==> config.mk <==
export PLATFORM = sky130hd
export DESIGN_NAME = morse_emisor
export DESIGN_NICKNAME = d
export VERILOG_FILES = /design/src/rtl/morse_emisor_pkg.sv /design/src/rtl/morse_emisor_rom.sv /design/src/rtl/morse_emisor.sv
export SDC_FILE = /design/constraint.sdc
export NUM_CORES = 1
export LEC_CHECK = 0
export ABC_AREA = 0
export CAP_MARGIN = 10
export CORE_MARGIN = 8
export CORE_UTILIZATION = 51
export CTS_CLUSTER_DIAMETER = 200
export DETAILED_ROUTE_END_ITERATION = 7
export GPL_ROUTABILITY_DRIVEN = 0
export PLACE_DENSITY = 0.73
export SLEW_MARGIN = 30
export SYNTH_ARGS = -nofsm -noshare
export SYNTH_HDL_FRONTEND = slang
export SYNTH_SLANG_ARGS = --single-unit
export TNS_END_PERCENT = 1
==> constraint.sdc <==
create_clock -name CLK -period 2.9 [get_ports CLK]
set_input_delay 0.435 -clock CLK [delete_from_list [all_inputs] [get_ports CLK]]
set_output_delay 0.435 -clock CLK [all_outputs]
set_load 0.05 [all_outputs]
==> src/rtl/morse_emisor_pkg.sv <==
// Shared definitions for the Morse keying engine: FSM states, code map constants, ROM entry type.
// MORSE_DIGITS_EN extends the valid code range to include digits 0-9.
package morse_emisor_pkg;

    typedef enum logic [2:0] {
        ST_IDLE    = 3'd0,
        ST_LOAD    = 3'd1,
        ST_ON      = 3'd2,
        ST_GAP     = 3'd3,
        ST_END_GAP = 3'd4,
        ST_FIN     = 3'd5
    } state_e;

    localparam int MAX_SYMBOLS = 5;

    localparam logic [5:0] CODE_A    = 6'd0;
    localparam logic [5:0] CODE_DIG0 = 6'd26;
`ifdef MORSE_DIGITS_EN
    localparam logic [5:0] CODE_MAX  = 6'd35;
`else
    localparam logic [5:0] CODE_MAX  = 6'd25;
`endif

    // Pattern is left-aligned: the first symbol sits in the MSB, 1 = dash.
    typedef struct packed {
        logic                   valid;
        logic [2:0]             len;
        logic [MAX_SYMBOLS-1:0] pat;
    } morse_sym_t;

    function automatic morse_sym_t mk_sym(input logic [2:0] len, input logic [MAX_SYMBOLS-1:0] pat);
        morse_sym_t s;
        s.valid = 1'b1;
        s.len   = len;
        s.pat   = pat;
        return s;
    endfunction

endpackage

==> src/rtl/morse_emisor_rom.sv <==
// Combinational character-code to Morse pattern lookup (VALID, LEN, left-aligned PAT).
// Digits 0-9 are present only when MORSE_DIGITS_EN is defined.
module morse_emisor_rom
    import morse_emisor_pkg::*;
(
    input  logic [5:0] i_code,
    output morse_sym_t o_sym
);

    logic [5:0] w_letter;
    assign w_letter = i_code - CODE_A;

`ifdef MORSE_DIGITS_EN
    logic [5:0] w_digit;
    assign w_digit = i_code - CODE_DIG0;
`endif

    always_comb begin
        o_sym = '0;
        if (i_code <= CODE_MAX) begin
            if (i_code < CODE_DIG0) begin
                case (w_letter)
                    6'd0:    o_sym = mk_sym(3'd2, 5'b01000); // A .-
                    6'd1:    o_sym = mk_sym(3'd4, 5'b10000); // B -...
                    6'd2:    o_sym = mk_sym(3'd4, 5'b10100); // C -.-.
                    6'd3:    o_sym = mk_sym(3'd3, 5'b10000); // D -..
                    6'd4:    o_sym = mk_sym(3'd1, 5'b00000); // E .
                    6'd5:    o_sym = mk_sym(3'd4, 5'b00100); // F ..-.
                    6'd6:    o_sym = mk_sym(3'd3, 5'b11000); // G --.
                    6'd7:    o_sym = mk_sym(3'd4, 5'b00000); // H ....
                    6'd8:    o_sym = mk_sym(3'd2, 5'b00000); // I ..
                    6'd9:    o_sym = mk_sym(3'd4, 5'b01110); // J .---
                    6'd10:   o_sym = mk_sym(3'd3, 5'b10100); // K -.-
                    6'd11:   o_sym = mk_sym(3'd4, 5'b01000); // L .-..
                    6'd12:   o_sym = mk_sym(3'd2, 5'b11000); // M --
                    6'd13:   o_sym = mk_sym(3'd2, 5'b10000); // N -.
                    6'd14:   o_sym = mk_sym(3'd3, 5'b11100); // O ---
                    6'd15:   o_sym = mk_sym(3'd4, 5'b01100); // P .--.
                    6'd16:   o_sym = mk_sym(3'd4, 5'b11010); // Q --.-
                    6'd17:   o_sym = mk_sym(3'd3, 5'b01000); // R .-.
                    6'd18:   o_sym = mk_sym(3'd3, 5'b00000); // S ...
                    6'd19:   o_sym = mk_sym(3'd1, 5'b10000); // T -
                    6'd20:   o_sym = mk_sym(3'd3, 5'b00100); // U ..-
                    6'd21:   o_sym = mk_sym(3'd4, 5'b00010); // V ...-
                    6'd22:   o_sym = mk_sym(3'd3, 5'b01100); // W .--
                    6'd23:   o_sym = mk_sym(3'd4, 5'b10010); // X -..-
                    6'd24:   o_sym = mk_sym(3'd4, 5'b10110); // Y -.--
                    6'd25:   o_sym = mk_sym(3'd4, 5'b11000); // Z --..
                    default: o_sym = '0;
                endcase
            end
`ifdef MORSE_DIGITS_EN
            else begin
                case (w_digit)
                    6'd0:    o_sym = mk_sym(3'd5, 5'b11111);
                    6'd1:    o_sym = mk_sym(3'd5, 5'b01111);
                    6'd2:    o_sym = mk_sym(3'd5, 5'b00111);
                    6'd3:    o_sym = mk_sym(3'd5, 5'b00011);
                    6'd4:    o_sym = mk_sym(3'd5, 5'b00001);
                    6'd5:    o_sym = mk_sym(3'd5, 5'b00000);
                    6'd6:    o_sym = mk_sym(3'd5, 5'b10000);
                    6'd7:    o_sym = mk_sym(3'd5, 5'b11000);
                    6'd8:    o_sym = mk_sym(3'd5, 5'b11100);
                    6'd9:    o_sym = mk_sym(3'd5, 5'b11110);
                    default: o_sym = '0;
                endcase
            end
`endif
        end
    end

endmodule

==> src/rtl/morse_emisor.sv <==
// Character-to-Morse keying engine timed by the divider toggle (each CLK_2 edge = one unit).
// Build option MORSE_DIGITS_EN enables digit codes 26-35 in the lookup ROM.
module morse_emisor
    import morse_emisor_pkg::*;
#(
    parameter int DASH_UNITS = 3,
    parameter int SYM_GAP    = 1,
    parameter int LETTER_GAP = 3
) (
    input  logic       CLK,
    input  logic       RST,
    input  logic       CLK_2,
    input  logic       START,
    input  logic [5:0] CODE,
    output logic       MORSE,
    output logic       BUSY,
    output logic       DONE,
    output state_e     DBG_STATE
);

    localparam int CNT_MAX0 = (DASH_UNITS > LETTER_GAP) ? DASH_UNITS : LETTER_GAP;
    localparam int CNT_MAX  = (CNT_MAX0 > SYM_GAP) ? CNT_MAX0 : SYM_GAP;
    localparam int CNT_W    = ($clog2(CNT_MAX + 1) > 3) ? $clog2(CNT_MAX + 1) : 3;

    localparam logic [CNT_W-1:0] DASH_L   = CNT_W'(DASH_UNITS);
    localparam logic [CNT_W-1:0] SYM_L    = CNT_W'(SYM_GAP);
    localparam logic [CNT_W-1:0] LETTER_L = CNT_W'(LETTER_GAP);
    localparam logic [CNT_W-1:0] CNT_ONE  = CNT_W'(1);
    localparam logic [CNT_W-1:0] CNT_SAT  = '1;
    localparam logic [CNT_W:0]   CNT_ONE_X = (CNT_W + 1)'(1);

    state_e                 r_state;
    state_e                 w_next;
    logic                   r_prev;
    logic                   w_tick;
    logic [CNT_W-1:0]       r_cnt;
    logic [CNT_W-1:0]       r_dur;
    logic [CNT_W-1:0]       w_target;
    logic [CNT_W-1:0]       w_new_dur;
    logic [MAX_SYMBOLS-1:0] r_pat;
    logic [2:0]             r_len;
    logic                   r_morse;
    logic                   r_busy;
    logic                   r_done;
    logic                   w_accept;
    logic                   w_rise;
    logic                   w_fall;
    logic                   w_hit;
    logic                   w_counting;
    morse_sym_t             w_sym;

    morse_emisor_rom u_rom (
        .i_code (CODE),
        .o_sym  (w_sym)
    );

    assign w_tick     = CLK_2 ^ r_prev;
    assign w_counting = (r_state == ST_ON) || (r_state == ST_GAP) || (r_state == ST_END_GAP);
    assign w_new_dur  = r_pat[MAX_SYMBOLS-1] ? DASH_L : CNT_ONE;

    always_comb begin
        w_target = CNT_SAT;
        case (r_state)
            ST_ON:      w_target = r_dur;
            ST_GAP:     w_target = SYM_L;
            ST_END_GAP: w_target = LETTER_L;
            default:    w_target = CNT_SAT;
        endcase
    end

    // The tick that causes a state entry is consumed by it; r_cnt counts only later ticks.
    assign w_hit = w_tick && (({1'b0, r_cnt} + CNT_ONE_X) >= {1'b0, w_target});

    // START is a request without ready: it is taken only in IDLE with BUSY low, else dropped.
    always_comb begin
        w_next   = r_state;
        w_accept = 1'b0;
        w_rise   = 1'b0;
        w_fall   = 1'b0;
        case (r_state)
            ST_IDLE: begin
                if (START && !r_busy) begin
                    w_accept = 1'b1;
                    w_next   = w_sym.valid ? ST_LOAD : ST_FIN;
                end
            end
            ST_LOAD: begin
                if (w_tick) begin
                    w_rise = 1'b1;
                    w_next = ST_ON;
                end
            end
            ST_ON: begin
                if (w_hit) begin
                    w_fall = 1'b1;
                    w_next = (r_len > 3'd1) ? ST_GAP : ST_END_GAP;
                end
            end
            ST_GAP: begin
                if (w_hit) begin
                    w_rise = 1'b1;
                    w_next = ST_ON;
                end
            end
            ST_END_GAP: begin
                if (w_hit) begin
                    w_next = ST_FIN;
                end
            end
            ST_FIN: begin
                w_next = ST_IDLE;
            end
            default: begin
                w_next = ST_IDLE;
            end
        endcase
    end

    always_ff @(posedge CLK or negedge RST) begin
        if (!RST) begin
            r_state <= ST_IDLE;
        end else begin
            r_state <= w_next;
        end
    end

    always_ff @(posedge CLK or negedge RST) begin
        if (!RST) begin
            r_prev  <= 1'b0;
            r_cnt   <= '0;
            r_dur   <= '0;
            r_pat   <= '0;
            r_len   <= '0;
            r_morse <= 1'b0;
            r_busy  <= 1'b0;
            r_done  <= 1'b0;
        end else begin
            r_prev <= CLK_2;

            if (w_next != r_state) begin
                r_cnt <= '0;
            end else if (w_counting && w_tick && (r_cnt != CNT_SAT)) begin
                r_cnt <= r_cnt + CNT_ONE;
            end

            if (w_accept) begin
                r_pat <= w_sym.pat;
                r_len <= w_sym.len;
            end else if (w_fall) begin
                r_pat <= {r_pat[MAX_SYMBOLS-2:0], 1'b0};
                r_len <= r_len - 3'd1;
            end

            if (w_rise) begin
                r_dur   <= w_new_dur;
                r_morse <= 1'b1;
            end else if (w_fall) begin
                r_morse <= 1'b0;
            end

            // DONE trails the FIN state by one cycle; BUSY drops together with DONE.
            r_done <= (r_state == ST_FIN);
            if (w_accept) begin
                r_busy <= 1'b1;
            end else if (r_done) begin
                r_busy <= 1'b0;
            end
        end
    end

    assign MORSE     = r_morse;
    assign BUSY      = r_busy;
    assign DONE      = r_done;
    assign DBG_STATE = r_state;

endmodule
==> impl_summary.md, run 1 <==
Status
The run finished with clean final reports.

Setup path
The source of the critical timing path is DBG_STATE[1]$_DFF_PN0_. The type of element launching the critical path is a flop. The required time at the endpoint of the critical path is 3.10 ns.

The maximum fanout along the worst path is 10. The data arrival time of the critical path is 2.75 ns. The capturing element type of the critical path is a flop. The source of the worst register-to-register timing path is DBG_STATE[1]$_DFF_PN0_.

The classification of the worst setup path is reg -> reg.

Cells and area
The top cell types in the final layout, fill and taps aside, are sky130_fd_sc_hd__nor2_1, sky130_fd_sc_hd__dfrtp_1, sky130_fd_sc_hd__ha_1, sky130_fd_sc_hd__clkdlybuf4s50_1, sky130_fd_sc_hd__a21oi_1. The fraction of layout cells with a size suffix above 1 is 12.6%. The area taken by flip-flops and latches is 475 µm². The layout filler cell count is 289. For this run, the share of the core covered by cells in the final layout is 59.1%. The finished cells cover 1760 µm². The most frequent standard cell in the layout excluding fill and tap cells is sky130_fd_sc_hd__nor2_1. The final instance count without filler cells is 223.

The final net count is 215. The antenna diode count is 0. The relative area change from synthesis to final layout is 13.1%.

The area occupied by multi-input gates is 1000 µm².

Timing
Setup repair after global routing left no endpoint under its margin. The total count of hold-check failures in the final report is 0. Measured against its own limit, the worst slew margin works out to 63.5%. In the post-route analysis, the smallest setup slack over all paths is 0.355 ns. The transition time at the pin with the least slew margin is 0.546 ns. The final critical delay including setup and external delays is 2.55 ns. The final worst-path cycle share is 87.8%. Setup violations remaining at the end of the flow were counted as 0. The clock arrives with 0.00533 ns of skew.

The maximum achievable frequency is 393 MHz. The max-slew violation count was 0. Adding up every negative setup slack in the final design gives 0 ns.

Routing
In the final routed layout, each cell accounts on average for 15.3 µm. The final layout contains routed wiring with a total length of 3.41 mm. For this run, design rule violations remaining after detail routing come to 0. The pre-antenna-repair detailed-routing pass consisted of 4 iterations. The via density per instance is 6.21.

The count of nets left with antenna violations once routing finished came out at 0. The routed layout has 1385 vias. The count of routing violations after the opening detailed-route iteration is 59.

Logic synthesis
The number of library cell types mapped by synthesis is 55. Of the synthesized area, sequential elements account for 30.6%. Summed over all instances, the cell type with the most area after synthesis is sky130_fd_sc_hd__dfrtp_1. The area fraction in and, or, nand and nor cells after synthesis is 23.4%. The top cell type by area accounts for 30.6% of the synthesized area.

Counting flops with an async set or reset pin after synthesis yields a share of 100%. The synthesis-stage register bit count is 19. The Yosys step of the flow raised 0 warnings. The flip-flop cell with the highest count after synthesis is sky130_fd_sc_hd__dfrtp_1. Sorting the synthesized cells by area gives the leading types as sky130_fd_sc_hd__dfrtp_1, sky130_fd_sc_hd__ha_1, sky130_fd_sc_hd__nor2_1.

After synthesis, the mean cell area works out to 8.99 µm². The synthesized-area fraction occupied by xor and xnor cells is 1.69%. The adder-cell area share of the yosys netlist is 11.3%. The number of enable flip-flop cells after synthesis is 0. The number of nets in the synthesized netlist is 197. After technology mapping, the gate count stands at 173.

Measured against the total synthesized area, the mux share comes to 6.28%. After synthesis, the largest family of logic cells by area is simple AND/OR/NAND/NOR gates. The synthesized cell area is 1560 µm². Summing the areas of all compound-gate instances in the mapped netlist gives 21.9% of the synthesized area.

Place
The placed instances occupy a cell area of 1740 µm². The HPWL after detailed placement is 2.72 mm. Timing analysis after detailed placement gives a worst setup slack of 0.306 ns. The count of input and output buffers is 15. In this run, placement finished with an instance count of 219.

Global routing
The initial antenna violation count is 0. The number of global-route vias before repair is 1389. Summed over all layers, the global routing overflow is 0. The overall global routing resource usage is 14.2%. The wire length of the first global-routing pass is 6.08 mm. The maximum number of pins on one net before global-route repair is 20.

Power and ir drop
The power dissipated by switching net loads is 0.000646 W. Sequential cells burn 32.8% of the power. Cell internal power was estimated by the tool at 0.000752 W.

The power density relative to cell area is 795 nW/µm². Net switching is 46.2% of the power. The worst ir drop on vdd is 0.000210 V.

The clock network power share is 9.6%. The static leakage is 0.762 nW. The power share of the combinational group is 57.6%.

Clock tree
The post-CTS setup buffer count is 0. The number of hold buffers added after CTS was 0. TritonCTS built the clock tree. After clock tree synthesis, the clock-pin slew on the worst setup and hold paths is 0.11 ns.

The tree built by TritonCTS fans out to 19 sinks. The number of instances resized during post-cts repair is 0. The total clock buffers created by CTS is 3.

The cell chosen for the clock root is sky130_fd_sc_hd__clkbuf_4. At the later pin of the worst-skew pair, clock insertion delay measures 0.29 ns. CTS built an H-tree with a depth of 1.

The longest clock path from root to sink contains 2 buffers.

Floorplanning
The area of the core region is 2980 µm². The die is 71.2 µm wide. The total number of placement rows is 20. Once the floorplan was initialized, standard cells occupied 52.2% of the core.

The die is 71.2 µm tall. The die covers 5070 µm². 16 I/O pins were placed.

Job
The number of maximum-capacitance violations is 0.

Worst hold path
The worst hold path belongs to the class in -> async.
[cells by family (layout without fill, tap and decap cells)]
family,after synthesis,count (layout)
AND/OR/NAND/NOR,64,64
buffers and inverters,16,33
adder cells (fa/ha/maj),14,14
XOR/XNOR,3,3
multiplexers,7,7
AO/OA/AOI/OAI,50,50
flip-flops,19,19
[worst max-delay path, cell delays in order (launching register included)]
cell	delay, ns
sky130_fd_sc_hd__dfrtp_1	0.57
sky130_fd_sc_hd__nand2b_4	0.13
sky130_fd_sc_hd__or3_1	0.33
sky130_fd_sc_hd__ha_1	0.29
sky130_fd_sc_hd__nor3b_2	0.21
sky130_fd_sc_hd__o21ai_1	0.19
sky130_fd_sc_hd__or3_1	0.36
sky130_fd_sc_hd__and3_4	0.19
sky130_fd_sc_hd__nor3_1	0.20
[final timing paths]
path	to	slack [ns]	cells past startpoint
min in group CLK	BUSY$_DFFE_PN0P_	0.46	1
worst min register to register	BUSY$_DFFE_PN0P_	0.46	1
max in group asynchronous	r_cnt[0]$_DFFE_PN0P_	2.54	1
worst max-delay path	r_cnt[1]$_DFFE_PN0P_	0.35	8
worst max register to register	r_cnt[1]$_DFFE_PN0P_	0.35	8
worst min-delay path	BUSY$_DFFE_PN0P_	0.06	1
[synth_stat cells (3+ instances only)]
cell / instances
sky130_fd_sc_hd__and3_1: 3
sky130_fd_sc_hd__nor3_1: 6
sky130_fd_sc_hd__o21ai_1: 7
sky130_fd_sc_hd__ha_1: 14
sky130_fd_sc_hd__dfrtp_1: 19
sky130_fd_sc_hd__o21ai_0: 4
sky130_fd_sc_hd__o22ai_1: 3
sky130_fd_sc_hd__inv_1: 9
sky130_fd_sc_hd__mux2i_1: 3
sky130_fd_sc_hd__nand2_1: 10
sky130_fd_sc_hd__or3_1: 3
sky130_fd_sc_hd__nand3_1: 4
sky130_fd_sc_hd__a221oi_1: 3
sky130_fd_sc_hd__a21oi_1: 11
sky130_fd_sc_hd__a31oi_1: 3
sky130_fd_sc_hd__nand2b_1: 5
sky130_fd_sc_hd__nor2_1: 21
[power by group through the flow]
stage	clock network, W	logic (W)	registers [W]
after global placement	0	0.000792	0.000461
after CTS	0.000138	0.000811	0.000458
after global routing	0.000150	0.000906	0.000476
final	0.000135	0.000805	0.000458
after floorplan	0	0.000555	0.000518
after detailed placement	0	0.000809	0.000464
[layout make-up]
cell class / instances / share of cell area, %
clock buffer: 4 / 1.49
inverter: 10 / 2.13
multi-input combinational: 138 / 57.0
sequential: 19 / 27.0
tap: 33 / 2.35
timing repair buffer: 19 / 9.96
[metrics by stage]
stage | total power (W) | hold slack [ns]
after global routing | 0.00153 | 0.0845
final | 0.00140 | 0.0592
after CTS | 0.00141 | 0.467
after global placement | 0.00125 | 0.432
after floorplan | 0.00107 | 0.139
after detailed placement | 0.00127 | 0.449
[per-layer routing]
metal  global-route usage [%]  part of all wire [%]
met4                     6.24                   1.6
met3                     1.81                   4.8
met5                        0                     0
met2                     25.6                    51
met1                     16.3                    43
[sequential cells by signal, summed over array words and instances (netlist names)]
signal,count
r_pat,4
DBG_STATE,3
r_cnt,3
r_len,3
r_dur,2
BUSY,1
DONE,1
MORSE,1
r_prev,1
(Power assumes the default switching activity.)
==> inputs of run 2 (changes only) <==
--- a/config.mk
+++ b/config.mk
@@ -6,15 +6,13 @@
 export NUM_CORES = 1
 export LEC_CHECK = 0
 export ABC_AREA = 0
-export CAP_MARGIN = 10
 export CORE_MARGIN = 8
 export CORE_UTILIZATION = 51
 export CTS_CLUSTER_DIAMETER = 200
 export DETAILED_ROUTE_END_ITERATION = 7
-export GPL_ROUTABILITY_DRIVEN = 0
 export PLACE_DENSITY = 0.73
 export SLEW_MARGIN = 30
 export SYNTH_ARGS = -nofsm -noshare
 export SYNTH_HDL_FRONTEND = slang
 export SYNTH_SLANG_ARGS = --single-unit
-export TNS_END_PERCENT = 1
+export TNS_END_PERCENT = 100
==> impl_summary.md, run 2 (same netlist as run 1, synthesis figures left out) <==
Global routing
The overall global routing resource usage was 14.0% (-0.24 points). The global route total overflow is 0 (unchanged). The number of global-route vias before repair is 1340 (-3.5%).

The initial antenna violation count is 0 (unchanged). The maximum number of pins on one net before global-route repair is 20 (unchanged). The wire length of the first global-routing pass is 5.91 mm (-2.7%).

Routing
The wire length on met1 was 1.52 mm (+4.4%). The highest routing layer actually used is met4. The count of routing violations after the opening detailed-route iteration came to 117 (+98%). The via density per instance is 6.12 (-1.4%). The total met3 wirelength after detailed routing was 149 µm (-8.6%). The detail-routed net length per standard cell is 15.7 µm (+2.9%). The total detailed-routing wirelength came to 3.51 mm (+2.9%). The total vias in the final route came to 1365 (-1.4%). The first-pass detailed-route iteration total was 4 (unchanged). The wire length on met2 was 1.77 mm (+1.7%). The residual DRC count came to 0 (unchanged).

The antenna violation net count after detailed routing came to 0 (unchanged).

Power and ir drop
The static leakage came to 0.765 nW (+0.36%). The total power was 0.00141 W (+1.1%). The worst ir drop on vdd is 0.000251 V (+20%). The power density relative to cell area came to 803 nW/µm² (+1.0%).

Floorplanning
The floorplan die area is 5070 µm² (unchanged). The initial core utilization came to 52.2% (unchanged). The die extent in y is 71.2 µm (unchanged). The top-level I/O count came to 16 (unchanged). The area of the core region is 2980 µm² (unchanged). The width of the chip is 71.2 µm (unchanged). The total number of placement rows came to 20 (unchanged).

Place
The setup slack after placement is 0.270 ns (-0.0355 ns). The half-perimeter wire length of the detailed placement result is 2.76 mm (+1.7%). The count of input and output buffers is 15 (unchanged). The weighted congestion at the end of routability-driven global placement is 0.877.

Clock tree
The hold buffer count at CTS is 0 (unchanged). The number of instances resized during post-cts repair is 0 (unchanged). The later-pin clock latency in the skew report was 0.29 ns (about the same). CTS placed an instance of sky130_fd_sc_hd__clkbuf_4 at the clock tree root.

The post-CTS setup buffer count is 0 (unchanged). The maximum level of the CTS H-tree is 1 (unchanged). The total clock buffers created by CTS is 3 (unchanged). The total clock sinks is 19 (unchanged). TritonCTS built the clock tree. The maximum clock path buffer count is 2 (unchanged). The clock transition time at the flip-flop clock pins of the worst setup and hold paths is 0.12 ns (about the same).

Timing
The least setup slack across all paths after layout was 0.308 ns (-0.0468 ns). The final count of negative-setup-slack endpoints is 0 (unchanged). The headroom to the max-slew limit is 65.5% (+2.0 points). The setup TNS was 0 ns (unchanged). The final-layout worst hold slack was 0.0619 ns (+0.00271 ns). The setup clock skew after layout was 0.00864 ns (+0.00331 ns).

The transition time at the pin with the least slew margin was 0.515 ns (-0.0305 ns). Setup repair after global routing left no endpoint under its margin. The maximum achievable frequency was 386 MHz (-1.8%). The final worst-path cycle share is 89.4% (+1.6 points).

The total count of hold-check failures in the final report is 0 (unchanged). The max-slew violation count is 0 (unchanged). The final critical delay including setup and external delays was 2.59 ns (+0.0468 ns).

Cells and area
The library cell used most frequently in the layout, excluding fill and tap cells, is sky130_fd_sc_hd__nor2_1. In the layout the commonest cells are sky130_fd_sc_hd__nor2_1, sky130_fd_sc_hd__dfrtp_1, sky130_fd_sc_hd__ha_1, sky130_fd_sc_hd__clkdlybuf4s50_1, sky130_fd_sc_hd__a21oi_1. The register containing the most flip-flops in the final layout is r_pat. The relative area change from synthesis to final layout was 13.2% (about the same). The antenna diode count is 0 (unchanged). The flip-flop count of the largest register after layout is 4 (unchanged). The fraction of layout cells with a size suffix above 1 was 13.2% (+0.53 points).

The final net count is 215 (unchanged).

Setup path
The classification of the worst setup path is reg -> reg. The data arrival time of the critical path came to 2.80 ns (+0.05 ns). The required time at the endpoint of the critical path is 3.11 ns (about the same). The type of element launching the critical path is a flop. The maximum fanout along the worst path is 8 (-2). The worst setup path is captured at a flop.

Status
The flow ran to the end, and the final reports show no timing, DRC or antenna violations.

Worst hold path
The path class of the tightest hold or removal check is in -> async.

Job
The number of maximum-capacitance violations was 0 (unchanged).
## run 2: cell types whose count changed in the layout (fill, tap and decap cells not counted), sizes merged
cell and delta:
clkinv +1, clkbuf -1
## run 2: layer usage
layer | vias up | GRT usage [%]
met1 | 640 | 16.2
li1 | 674 | -
met3 | 8 | 1.53
met2 | 43 | 25.1
met4 | 0 | 6.00
met5 | - | 0
## run 2: report_power, final
part / switching, W / leakage (nW) / internal (W)
Combinational: 0.000477 / 0.514 / 0.000343
Sequential: 0.000101 / 0.233 / 0.000358
Clock: 0.0000835 / 0.0177 / 0.0000512
Total: 0.000661 / 0.765 / 0.000752
## run 2: metrics by stage
step,instances,utilization [%],instance area [µm²]
6_report,223,59.1,1760
3_3_place_gp,219,58.4,1740
3_5_place_dp,219,58.4,1740
4_1_cts,223,59.3,1770
2_1_floorplan,173,-,1560
5_1_grt,223,59.1,1760
## run 2: worst max-delay path, cell delays in order, from the launching register on
cell	delay, ns
sky130_fd_sc_hd__dfrtp_1	0.48
sky130_fd_sc_hd__nand2b_4	0.22
sky130_fd_sc_hd__or3_1	0.33
sky130_fd_sc_hd__ha_1	0.30
sky130_fd_sc_hd__nor3b_2	0.22
sky130_fd_sc_hd__o21ai_1	0.19
sky130_fd_sc_hd__or3_1	0.38
sky130_fd_sc_hd__and3_4	0.20
sky130_fd_sc_hd__nor3_1	0.20
## run 2: worst paths after layout
path	start	cells after the start	slack [ns]	end
hold reg to reg	DONE$_DFF_PN0_	1	0.46	BUSY$_DFFE_PN0P_
min in group CLK	DONE$_DFF_PN0_	1	0.46	BUSY$_DFFE_PN0P_
setup reg to reg	DBG_STATE[2]$_DFF_PN0_	8	0.31	r_cnt[0]$_DFFE_PN0P_
max in group asynchronous	RST	1	2.53	r_len[0]$_DFFE_PN0P_
setup / recovery	DBG_STATE[2]$_DFF_PN0_	8	0.31	r_cnt[0]$_DFFE_PN0P_
hold / removal	RST	1	0.06	MORSE$_DFFE_PN0P_
## run 2: layout make-up
| class | count | area, µm² |
|---|---|---|
| Clock inverter | 1 | 5.00 |
| Inverter | 10 | 37.5 |
| Timing Repair Buffer | 19 | 175 |
| Sequential cell | 19 | 475 |
| Fill cell | 265 | 1220 |
| Tap cell | 33 | 41.3 |
| Clock buffer | 3 | 22.5 |
| Multi-Input combinational cell | 138 | 1000 |
==> inputs of run 3 (changes only) <==
--- a/config.mk
+++ b/config.mk
@@ -11,6 +11,7 @@
 export CTS_CLUSTER_DIAMETER = 200
 export DETAILED_ROUTE_END_ITERATION = 7
 export PLACE_DENSITY = 0.73
+export RECOVER_POWER = 50
 export SLEW_MARGIN = 30
 export SYNTH_ARGS = -nofsm -noshare
 export SYNTH_HDL_FRONTEND = slang
==> impl_summary.md, run 3 (same netlist as run 1, synthesis figures left out) <==
Status
The run finished with clean final reports.

Power and ir drop
The worst ir drop on vdd came to 0.000250 V (-0.65%). The portion of total power attributed to sequential cells was 32.6% (about the same). The cell-internal power is 0.000751 W (-0.14%).

The power density relative to cell area was 804 nW/µm² (+0.17%). The power share of the combinational group is 57.9% (about the same). The clock network power share came to 9.5% (about the same).

The fraction of power spent switching nets was 46.8% (about the same). The total power is 0.00141 W (-0.19%). The static leakage came to 0.762 nW (-0.37%). The power dissipated by switching net loads was 0.000659 W (-0.24%).

Global routing
The global route total overflow is 0 (unchanged). The initial antenna violation count is 0 (unchanged). The overall global routing resource usage is 14.0% (unchanged). The maximum number of pins on one net before global-route repair is 20 (unchanged). The number of global-route vias before repair came to 1340 (unchanged). The wire length of the first global-routing pass was 5.91 mm (unchanged).

Setup path
The cell at the slowest stage of the critical path is sky130_fd_sc_hd__dfrtp_1. The highest cell delay on the worst timing path is 0.57 ns (+0.09 ns). The worst setup slack for register-to-register paths is 0.31 ns (about the same). The type of element launching the critical path is a flop. The capturing element type of the critical path is a flop. The required time at the endpoint of the critical path is 3.11 ns (about the same). The classification of the worst setup path is reg -> reg. The critical path's most frequent cell is sky130_fd_sc_hd__or3_1. The critical path goes through nand2b_4 -> or3_1 -> ha_1 -> nor3b_2 -> o21ai_1 -> or3_1 -> and3_4 -> nor3_1. The maximum fanout along the worst path came to 10 (+2). The data arrival time of the critical path was 2.80 ns (about the same).

Clock tree
The total clock sinks came to 19 (unchanged). The clock transition time at the flip-flop clock pins of the worst setup and hold paths is 0.12 ns (about the same). The maximum clock path buffer count is 2 (unchanged). The number of instances resized during post-cts repair is 0 (unchanged). The hold buffer count at CTS is 0 (unchanged).

The total clock buffers created by CTS came to 3 (unchanged). The later-pin clock latency in the skew report is 0.29 ns (about the same). CTS placed an instance of sky130_fd_sc_hd__clkbuf_4 at the clock tree root. The maximum level of the CTS H-tree came to 1 (unchanged). The post-CTS setup buffer count is 0 (unchanged). TritonCTS built the clock tree.

Timing
The total count of hold-check failures in the final report is 0 (unchanged). The setup clock skew after layout is 0.00638 ns (-0.00227 ns). The final worst-path cycle share is 89.4% (about the same). The final critical delay including setup and external delays was 2.59 ns (-0.000152 ns). The transition time at the pin with the least slew margin is 1.04 ns (+0.527 ns).

Setup repair after global routing left no endpoint under its margin. The final count of negative-setup-slack endpoints came to 0 (unchanged). The setup TNS is 0 ns (unchanged).

The max-slew violation count is 0 (unchanged). The final-layout worst hold slack came to 0.293 ns (+0.231 ns). The maximum achievable frequency is 386 MHz (about the same). The headroom to the max-slew limit was 30.5% (-35 points).

Place
The half-perimeter wire length of the detailed placement result is 2.76 mm (unchanged). The count of input and output buffers is 15 (unchanged). The total placed instance area was 1740 µm² (unchanged).

The weighted congestion at the end of routability-driven global placement was 0.877 (unchanged). The cell total after placement came to 219 (unchanged).

Routing
The first-pass detailed-route iteration total came to 4 (unchanged). The wire length on met1 came to 1.51 mm (-0.92%). The count of routing violations after the opening detailed-route iteration was 132 (+13%). The highest routing layer actually used is met4. The via density per instance is 6.15 (+0.51%). The antenna violation net count after detailed routing is 0 (unchanged). The detail-routed net length per standard cell is 15.7 µm (about the same). The total met3 wirelength after detailed routing was 162 µm (+8.7%).

The residual DRC count came to 0 (unchanged). The wire length on met2 is 1.77 mm (+0.40%). The total detailed-routing wirelength is 3.51 mm (about the same). The total vias in the final route is 1372 (+0.51%).

Cells and area
The final net count is 215 (unchanged). The flip-flop count of the largest register after layout is 4 (unchanged). The final instance count without filler cells is 223 (unchanged). The relative area change from synthesis to final layout is 12.8%. The antenna diode count is 0 (unchanged).

The library cells used most frequently in the layout, excluding fill and tap cells, are sky130_fd_sc_hd__nor2_1, sky130_fd_sc_hd__dfrtp_1, sky130_fd_sc_hd__ha_1. The cell area after layout is 1750 µm² (-0.36%). The most frequent standard cell in the layout excluding fill and tap cells is sky130_fd_sc_hd__nor2_1. The fraction of layout cells with a size suffix above 1 came to 12.1% (-1.1 points). More flip-flops sit in one register than any other, and that register is r_pat.

Worst hold path
The path class of the tightest hold or removal check is in -> async.

Job
The number of maximum-capacitance violations is 0 (unchanged).

Floorplanning
The die extent in y is 71.2 µm (unchanged). The area of the core region was 2980 µm² (unchanged). The total number of placement rows is 20 (unchanged). The initial core utilization is 52.2% (unchanged). The top-level I/O count is 16 (unchanged). The width of the chip came to 71.2 µm (unchanged). The floorplan die area is 5070 µm² (unchanged).
-- run 3: layer usage --
metal	up-vias	track usage, %
met2	44	25.1
met5	-	0
li1	671	-
met3	6	1.53
met1	651	16.2
met4	0	6.00
-- run 3: worst paths after layout --
| path | startpoint | end | cells after the start |
|---|---|---|---|
| max | DBG_STATE[1]$_DFF_PN0_ | r_cnt[0]$_DFFE_PN0P_ | 8 |
| min | RST | MORSE$_DFFE_PN0P_ | 1 |
| max reg2reg | DBG_STATE[1]$_DFF_PN0_ | r_cnt[0]$_DFFE_PN0P_ | 8 |
| min reg2reg | DONE$_DFF_PN0_ | BUSY$_DFFE_PN0P_ | 1 |
| max in group asynchronous | RST | r_len[2]$_DFFE_PN0P_ | 1 |
| min in group CLK | DONE$_DFF_PN0_ | BUSY$_DFFE_PN0P_ | 1 |
-- run 3: layout make-up --
cell class	count	area, µm²
fill	266	1220
multi-input combinational	138	998
sequential	19	475
timing repair buffer	19	174
tap	33	41.3
inverter	10	37.5
clock buffer	3	22.5
clock inverter	1	5.00
-- run 3: through the flow --
stage          util [%]  setup slack [ns]
2_1_floorplan         -             0.317
3_3_place_gp       58.4             0.339
3_5_place_dp       58.4             0.270
4_1_cts            59.3             0.327
5_1_grt            58.9             0.128
6_report           58.9             0.308
-- run 3: worst max-delay path, delay by kind of cell, from the launching register on --
| kind | cells | cell delay [ns] |
|---|---|---|
| DFF | 1 | 0.57 |
| and+or+nand+nor | 6 | 1.46 |
| adders and majority gates | 1 | 0.30 |
| AOI/OAI and AO/OA | 1 | 0.19 |
-- run 3: power by group through the flow --
stage / Clock (W) / Combinational [W] / Sequential [W]
floorplan: 0 / 0.000555 / 0.000518
global placement: 0 / 0.000792 / 0.000461
detailed placement: 0 / 0.000817 / 0.000464
CTS: 0.000137 / 0.000820 / 0.000459
global route: 0.000149 / 0.000902 / 0.000476
finish: 0.000133 / 0.000816 / 0.000460
